<file path="src/rtl/uart_rx_pkg.sv">
// uart_rx_pkg
// Shared UART definitions for the receive path; the transmitter uses the
// same constants. Provides the receiver state encoding, the oversampling
// constants, the default divider and the 3-sample majority vote helper.
package uart_rx_pkg;

  typedef enum logic [1:0] {
    ST_IDLE  = 2'd0,
    ST_START = 2'd1,
    ST_DATA  = 2'd2,
    ST_STOP  = 2'd3
  } uart_state_e;

  localparam int OVERSAMPLE      = 16;
  localparam int SAMPLE_MID      = 8;
  localparam int DEFAULT_DIVIDER = 39;
  localparam int SC_WIDTH        = $clog2(OVERSAMPLE);

  function automatic logic majority3(input logic a, input logic b, input logic c);
    return (a & b) | (a & c) | (b & c);
  endfunction

endpackage

</file>
<file path="src/rtl/uart_rx_if.sv">
// uart_rx_if
// Groups the serial input, configuration, RX FIFO push and status signals
// of the UART receiver.
//   slave  : the receiver (consumes rx_bit/config, drives data/status)
//   master : the surrounding system (pad, register block, FIFO)
interface uart_rx_if #(
  parameter int DIV_WIDTH = 8,
  parameter int DATA_BITS = 8
);
  logic                 rx_bit;
  logic [DIV_WIDTH-1:0] freq_divider;
  logic                 fifo_full;
  logic                 err_clr;
  logic [DATA_BITS-1:0] rx_data;
  logic                 rx_valid;
  logic                 rx_busy;
  logic                 frame_err;
  logic                 overrun_err;

  modport slave (
    input  rx_bit, freq_divider, fifo_full, err_clr,
    output rx_data, rx_valid, rx_busy, frame_err, overrun_err
  );

  modport master (
    output rx_bit, freq_divider, fifo_full, err_clr,
    input  rx_data, rx_valid, rx_busy, frame_err, overrun_err
  );
endinterface

</file>
<file path="src/rtl/uart_baud_tick.sv">
// uart_baud_tick
// Produces the 16x oversampling tick: one-clk pulse every
// i_freq_divider+1 clocks. Shared between the RX and TX paths.
//   clk            : system clock
//   reset          : asynchronous, active-high reset
//   i_freq_divider : tick period minus 1, in clk cycles
//   o_tick         : one-clk tick pulse
module uart_baud_tick #(
  parameter int DIV_WIDTH = 8
) (
  input  logic                 clk,
  input  logic                 reset,
  input  logic [DIV_WIDTH-1:0] i_freq_divider,
  output logic                 o_tick
);

  logic [DIV_WIDTH-1:0] r_cnt;
  logic                 w_hit;

  // Compared against the live divider, so a new value applies at the next compare.
  assign w_hit = (r_cnt == i_freq_divider);

  always_ff @(posedge clk or posedge reset) begin
    if (reset)      r_cnt <= '0;
    else if (w_hit) r_cnt <= '0;
    else            r_cnt <= r_cnt + 1'b1;
  end

  assign o_tick = w_hit;

endmodule

</file>
<file path="src/rtl/uart_rx.sv">
// uart_rx
// UART 8N1 receiver. Synchronizes rx_bit, oversamples at 16x, takes the
// majority of samples 7/8/9 of every bit, assembles data LSB-first and
// pushes each good byte to the RX FIFO with a one-clk rx_valid strobe.
// Sticky frame_err (stop bit low) and overrun_err (good byte dropped on
// fifo_full) are cleared by err_clr; a same-cycle set wins.
//   clk   : system clock
//   reset : asynchronous, active-high reset
//   bus   : uart_rx_if.slave (rx_bit, freq_divider, fifo_full, err_clr,
//           rx_data, rx_valid, rx_busy, frame_err, overrun_err)
module uart_rx
  import uart_rx_pkg::*;
#(
  parameter int DIV_WIDTH = 8,
  parameter int DATA_BITS = 8
) (
  input  logic     clk,
  input  logic     reset,
  uart_rx_if.slave bus
);

  localparam int                  IDX_W    = (DATA_BITS > 1) ? $clog2(DATA_BITS) : 1;
  localparam logic [IDX_W-1:0]    LAST_IDX = IDX_W'(DATA_BITS - 1);
  localparam logic [SC_WIDTH-1:0] SC_S1    = SC_WIDTH'(SAMPLE_MID - 1);
  localparam logic [SC_WIDTH-1:0] SC_S2    = SC_WIDTH'(SAMPLE_MID);
  localparam logic [SC_WIDTH-1:0] SC_S3    = SC_WIDTH'(SAMPLE_MID + 1);

  logic                 r_sync1, r_sync2;
  uart_state_e          r_state, w_next_state;
  logic [SC_WIDTH-1:0]  r_sc;
  logic                 r_samp_a, r_samp_b;
  logic [IDX_W-1:0]     r_idx;
  logic [DATA_BITS-1:0] r_shift;
  logic [DATA_BITS-1:0] r_data;
  logic                 r_valid;
  logic                 r_ferr, r_ovr;

  logic w_tick, w_rxs, w_mid, w_maj;
  logic w_busy, w_shift_en, w_good, w_ovr_set, w_ferr_set;

  uart_baud_tick #(.DIV_WIDTH(DIV_WIDTH)) u_baud_tick (
    .clk            (clk),
    .reset          (reset),
    .i_freq_divider (bus.freq_divider),
    .o_tick         (w_tick)
  );

  // Two-flop synchronizer; reset to the idle (high) line level.
  always_ff @(posedge clk or posedge reset) begin
    if (reset) begin
      r_sync1 <= 1'b1;
      r_sync2 <= 1'b1;
    end else begin
      r_sync1 <= bus.rx_bit;
      r_sync2 <= r_sync1;
    end
  end

  assign w_rxs = r_sync2;
  // Third sample is taken live at the evaluation tick.
  assign w_mid = w_tick && (r_sc == SC_S3);
  assign w_maj = majority3(r_samp_a, r_samp_b, w_rxs);

  // State register
  always_ff @(posedge clk or posedge reset) begin
    if (reset) r_state <= ST_IDLE;
    else       r_state <= w_next_state;
  end

  // Next-state logic
  always_comb begin
    w_next_state = r_state;
    case (r_state)
      ST_IDLE:  if (w_tick && !w_rxs)            w_next_state = ST_START;
      ST_START: if (w_mid)                       w_next_state = w_maj ? ST_IDLE : ST_DATA;
      ST_DATA:  if (w_mid && (r_idx == LAST_IDX)) w_next_state = ST_STOP;
      ST_STOP:  if (w_mid)                       w_next_state = ST_IDLE;
      default:                                   w_next_state = ST_IDLE;
    endcase
  end

  // Output / control decode
  always_comb begin
    w_busy     = (r_state != ST_IDLE);
    w_shift_en = 1'b0;
    w_good     = 1'b0;
    w_ovr_set  = 1'b0;
    w_ferr_set = 1'b0;
    if (r_state == ST_DATA) w_shift_en = w_mid;
    if ((r_state == ST_STOP) && w_mid) begin
      w_good     =  w_maj && !bus.fifo_full;
      w_ovr_set  =  w_maj &&  bus.fifo_full;
      w_ferr_set = !w_maj;
    end
  end

  // Datapath
  always_ff @(posedge clk or posedge reset) begin
    if (reset) begin
      r_sc     <= '0;
      r_samp_a <= 1'b1;
      r_samp_b <= 1'b1;
      r_idx    <= '0;
      r_shift  <= '0;
      r_data   <= '0;
      r_valid  <= 1'b0;
      r_ferr   <= 1'b0;
      r_ovr    <= 1'b0;
    end else begin
      // sc rests at 0 in IDLE so the detecting tick leaves START at sc=0.
      if (r_state == ST_IDLE) r_sc <= '0;
      else if (w_tick)        r_sc <= r_sc + 1'b1;

      if (w_tick && (r_sc == SC_S1)) r_samp_a <= w_rxs;
      if (w_tick && (r_sc == SC_S2)) r_samp_b <= w_rxs;

      if (r_state == ST_START) r_idx <= '0;
      else if (w_shift_en)     r_idx <= r_idx + 1'b1;

      // LSB arrives first, so shifting in at the MSB leaves it at bit 0.
      if (w_shift_en) r_shift <= {w_maj, r_shift[DATA_BITS-1:1]};

      if (w_good) r_data <= r_shift;
      r_valid <= w_good;

      if (w_ferr_set)       r_ferr <= 1'b1;
      else if (bus.err_clr) r_ferr <= 1'b0;

      if (w_ovr_set)        r_ovr <= 1'b1;
      else if (bus.err_clr) r_ovr <= 1'b0;
    end
  end

  assign bus.rx_data     = r_data;
  assign bus.rx_valid    = r_valid;
  assign bus.rx_busy     = w_busy;
  assign bus.frame_err   = r_ferr;
  assign bus.overrun_err = r_ovr;

endmodule

</file>
<file path="src/flat_wrapper.sv">
// flat-port wrapper written by rule: the top's interface ports become plain ports
module uart_rx_flat import uart_rx_pkg::*;
#(
  parameter int DIV_WIDTH = 8,
  parameter int DATA_BITS = 8
)
  (clk, reset, bus_rx_bit, bus_freq_divider, bus_fifo_full, bus_err_clr, bus_rx_data, bus_rx_valid, bus_rx_busy, bus_frame_err, bus_overrun_err);
  uart_rx_if #(.DIV_WIDTH(DIV_WIDTH), .DATA_BITS(DATA_BITS)) bus_i ();
  input  logic clk;
  input  logic reset;
  input wire logic [$bits(bus_i.rx_bit)-1:0] bus_rx_bit;
  input wire logic [$bits(bus_i.freq_divider)-1:0] bus_freq_divider;
  input wire logic [$bits(bus_i.fifo_full)-1:0] bus_fifo_full;
  input wire logic [$bits(bus_i.err_clr)-1:0] bus_err_clr;
  output wire logic [$bits(bus_i.rx_data)-1:0] bus_rx_data;
  output wire logic [$bits(bus_i.rx_valid)-1:0] bus_rx_valid;
  output wire logic [$bits(bus_i.rx_busy)-1:0] bus_rx_busy;
  output wire logic [$bits(bus_i.frame_err)-1:0] bus_frame_err;
  output wire logic [$bits(bus_i.overrun_err)-1:0] bus_overrun_err;
  assign bus_i.rx_bit = bus_rx_bit;
  assign bus_i.freq_divider = bus_freq_divider;
  assign bus_i.fifo_full = bus_fifo_full;
  assign bus_i.err_clr = bus_err_clr;
  assign bus_rx_data = bus_i.rx_data;
  assign bus_rx_valid = bus_i.rx_valid;
  assign bus_rx_busy = bus_i.rx_busy;
  assign bus_frame_err = bus_i.frame_err;
  assign bus_overrun_err = bus_i.overrun_err;
  uart_rx #(.DIV_WIDTH(DIV_WIDTH), .DATA_BITS(DATA_BITS)) u_core (.clk(clk), .reset(reset), .bus(bus_i));
endmodule
</file>
<file path="config.mk">
export PLATFORM = sky130hd
export DESIGN_NAME = uart_rx_flat
export DESIGN_NICKNAME = d
export VERILOG_FILES = /design/src/rtl/uart_rx_pkg.sv /design/src/rtl/uart_rx_if.sv /design/src/rtl/uart_baud_tick.sv /design/src/rtl/uart_rx.sv /design/src/flat_wrapper.sv
export SDC_FILE = /design/constraint.sdc
export NUM_CORES = 1
export LEC_CHECK = 0
export BUFFER_PORTS_ARGS = -buffer_cell sky130_fd_sc_hd__buf_2
export CAP_MARGIN = 20
export CORE_ASPECT_RATIO = 0.5
export CORE_UTILIZATION = 40
export CTS_CLUSTER_SIZE = 40
export DETAILED_ROUTE_END_ITERATION = 10
export SLEW_MARGIN = 10
export SYNTH_ARGS = -nofsm -noshare
export SYNTH_HDL_FRONTEND = slang
export SYNTH_SLANG_ARGS = --single-unit
</file>
<file path="constraint.sdc">
create_clock -name clk -period 3.3 [get_ports clk]
set_clock_uncertainty 0.2 [all_clocks]
set_input_delay 0.165 -clock clk [delete_from_list [all_inputs] [get_ports clk]]
set_output_delay 0.165 -clock clk [all_outputs]
set_load 0.01 [all_outputs]
</file>
==> impl_metrics.ini <==
[layout]
drive_gt1_frac = 0.299
fin_nets = 212
fin_cells = 260
area_delta_synth_final_pct = 17.3
n_antenna_cell = 0

[pwr]
power_switching_share = 0.311
p_switching_uw = 377
p_leak_nw = 1.06
vdd_drop_max_mv = 0.255
power_frac_clock = 0.272
p_total_mw = 1.21
p_per_area_mw_per_mm2 = 537
p_comb_frac = 0.212
seqPwrFrac = 0.516
p_int_uw = 834

[synth]
synth_seq_cells = 40
synth_top_cells_by_area = dfrtp_1, mux2_2, mux2_4, dfstp_2, ha_1
synth_edf_count = 0
netlist-cell-type-count = 36
ys_seq_area_frac = 0.523
synth_xor_area_frac = 0.0638
synth_fp_nets = 178
synth_fa_ha_area_frac = 0.0443
ys.flop_type = dfrtp_1
synth_compound_gate_area_share = 0.0371
yosysMostFrequentCell = dfrtp_1
synth-simple-area-share = 0.160
yosys.area.top_type = dfrtp_1
synth_warnings = 0
synth_top_family_by_area = simple AND/OR/NAND/NOR gates
synth_async_sr_flop_share = 1.00
synthesis.area_mm2 = 0.00192
synth_cells = 159
netlist_top_cells_count = dfrtp_1, mux2_2, nor2_1
synthMuxAreaShare = 0.143
yosysTopAreaCellShare = 0.469
synth_area_per_cell_um2 = 12.1

[setup_path]
cp-end-kind = register
timing.rr.start = u_core.u_baud_tick.r_cnt[2]$_DFF_PP0_
slowest_stage = or4_1
path_class = register to register
r2r_slack_ns = 0.70
r2r_end = u_core.bus.overrun_err$_DFFE_PP0P_
slowest_delay_ns = 0.58
crit_chain = xnor2_1 > nand4bb_1 > or4_1 > o22ai_1 > dlygate4sd3_1
critPathBufInv = 1
reg2reg_depth = 5
worstPathArrival_ns = 2.63
startpoint_type = register
cp_max_fo = 5
cpLargestDelayFamily = simple AND/OR/NAND/NOR gates
crit_required_ns = 3.33

[placed_design]
dp_cells = 247
place_hpwl_mm = 2.46
pre_cts_slack_ns = 0.763
io_buffers = 24
globalplace.congestion = 0.777

[drt]
viasPerCell = 4.90
drt-met1-wl_mm = 1.73
drt-initial-drc-count = 60
route.met3.wl_um = 161
drc = 0
vias = 1274
wire_per_inst_um = 12.9
drtAntennaViolNets = 0
drt-pass1-iter-count = 4
wl_met2_mm = 1.41
routed.top_layer = met4
drt-total-wl_mm = 3.34

[run_status]
status = complete, no violations

[clock_tree]
tritoncts = yes
clk_latency_ns = 0.29
cts_buffer_depth = 2
hold_buffers = 4
cts.clk_slew.worst_paths_ns = 0.08
cts_buffers = 5
numClockSinks = 40
post_cts_buffers = 0
htreeDepth = 2
cts_resized = 0
clock-root-buffer = clkbuf_8

[timing]
period_share = 0.789
fmax_mhz = 384
setup_violations = 0
worst_pin_slew_ns = 0.746
hold_violations = 0
setup_tns_ns = 0
slew_viol_final = 0
setup_ws_ns = 0.697
rsz0062_at_grt = no
relSlewSlack = 0.502
whs_ns = 0.158
finalWorstPathRequiredPeriod_ns = 2.60

[hold_path]
whs_path_depth = 0
hold_end = u_core.r_sync2$_DFF_PP1_
hp-start = u_core.r_sync1$_DFF_PP1_
hold_path_class = register to register

[global_routing]
antenna_found_initial = 0
gr-usage-all-layers = 0.146
grt_max_degree = 22
grt_pass1_wl_mm = 5.62
grt_pass1_vias = 1210
overflow = 0

[floorplanning]
pin_count = 25
die_w_um = 100
die_h_um = 51.0
initial_core_util = 0.426
die_area_mm2 = 0.00510
core_mm2 = 0.00451
rows = 17

[job]
cap_violations = 0
-- power groups by stage --
stage | logic [mW] | registers [mW] | clock network [mW]
floorplan | 0.207 | 0.614 | 0
global placement | 0.247 | 0.631 | 0
detailed placement | 0.254 | 0.633 | 0
CTS | 0.258 | 0.624 | 0.340
global route | 0.296 | 0.634 | 0.361
finish | 0.257 | 0.625 | 0.329
-- how the worst max path moves through the flow --
stage | from | to | slack [ns] | depth (start not counted)
after global routing | u_core.u_baud_tick.r_cnt[2]$_DFF_PP0_ | u_core.bus.overrun_err$_DFFE_PP0P_ | 0.55 | 5
after detailed placement | u_core.u_baud_tick.r_cnt[5]$_DFF_PP0_ | u_core.bus.rx_data[4]$_DFFE_PP0P_ | 0.76 | 4
after CTS | u_core.u_baud_tick.r_cnt[2]$_DFF_PP0_ | u_core.bus.overrun_err$_DFFE_PP0P_ | 0.71 | 5
final | u_core.u_baud_tick.r_cnt[2]$_DFF_PP0_ | u_core.bus.overrun_err$_DFFE_PP0P_ | 0.70 | 5
after floorplan | u_core.u_baud_tick.r_cnt[5]$_DFF_PP0_ | u_core.bus.rx_data[0]$_DFFE_PP0P_ | 0.90 | 5
after global placement | u_core.u_baud_tick.r_cnt[5]$_DFF_PP0_ | u_core.bus.rx_data[0]$_DFFE_PP0P_ | 0.78 | 4
-- logic make-up (layout without fill, tap and decap cells) --
kind of cell,Yosys count,after routing
simple gates,51,51
compound gates,12,12
fa+ha+maj,7,7
flops,40,40
buf+inv,13,48
xor+xnor,14,14
mux,22,22
-- per-stage QoR --
step,cell area [um^2],utilization
floorplan,1920,-
global placement,2110,0.469
finish,2250,0.500
global route,2250,0.500
CTS,2240,0.498
detailed placement,2110,0.469
-- area by class of cell --
type	count	area (um^2)
Clock buffer	8	90.1
Tap cell	66	82.6
Inverter	10	37.5
Fill cell	434	2260
Sequential cell	40	1010
Multi-Input combinational cell	106	860
Timing Repair Buffer	30	178
-- routing by layer --
layer  global-route usage  vias up
met4               0.0507        0
met5                    0        -
met1                0.205      604
met2                0.218       32
li1                     -      633
met3               0.0410        5
-- registers in the layout (all words and copies together) (netlist names), 3 cells and up, named ones only --
| signal | count |
|---|---|
| u_core.r_sc | 4 |
| u_core.u_baud_tick.r_cnt | 8 |
| u_core.r_idx | 3 |
| u_core.bus.rx_data | 8 |
| u_core.r_shift | 8 |
-- worst reg2reg max path, stage by stage (launching register included) --
cell	delay, ns
dfrtp_1	0.43
xnor2_1	0.34
nand4bb_1	0.29
or4_1	0.58
o22ai_1	0.14
dlygate4sd3_1	0.56
-- cells in the final DEF (no fill, tap or decap), types with 2 or more instances in the layout --
| cell type | synthesis | final |
|---|---|---|
| a21oi_1 | 4 | 4 |
| o22ai_1 | 2 | 2 |
| buf_2 | 0 | 24 |
| dfrtp_1 | 36 | 36 |
| mux2_2 | 11 | 11 |
| nor3_1 | 2 | 2 |
| o21ai_0 | 2 | 2 |
| clkbuf_1 | 2 | 2 |
| mux2_4 | 8 | 8 |
| inv_1 | 10 | 10 |
| mux2i_1 | 3 | 3 |
| nand4_1 | 5 | 5 |
| ha_1 | 6 | 6 |
| nor2_1 | 11 | 11 |
| nand2_1 | 7 | 7 |
| clkbuf_8 | 0 | 6 |
| and3_1 | 2 | 2 |
| or4_4 | 2 | 2 |
| xor2_1 | 8 | 8 |
| nand3_1 | 5 | 5 |
| dlygate4sd3_1 | 0 | 5 |
| nor4_1 | 4 | 4 |
| or4_1 | 3 | 3 |
| dfstp_2 | 4 | 4 |
| xnor2_1 | 6 | 6 |
| o31ai_1 | 2 | 2 |
| nand3b_1 | 2 | 2 |
Note: power is estimated with default switching activity, not from simulation.
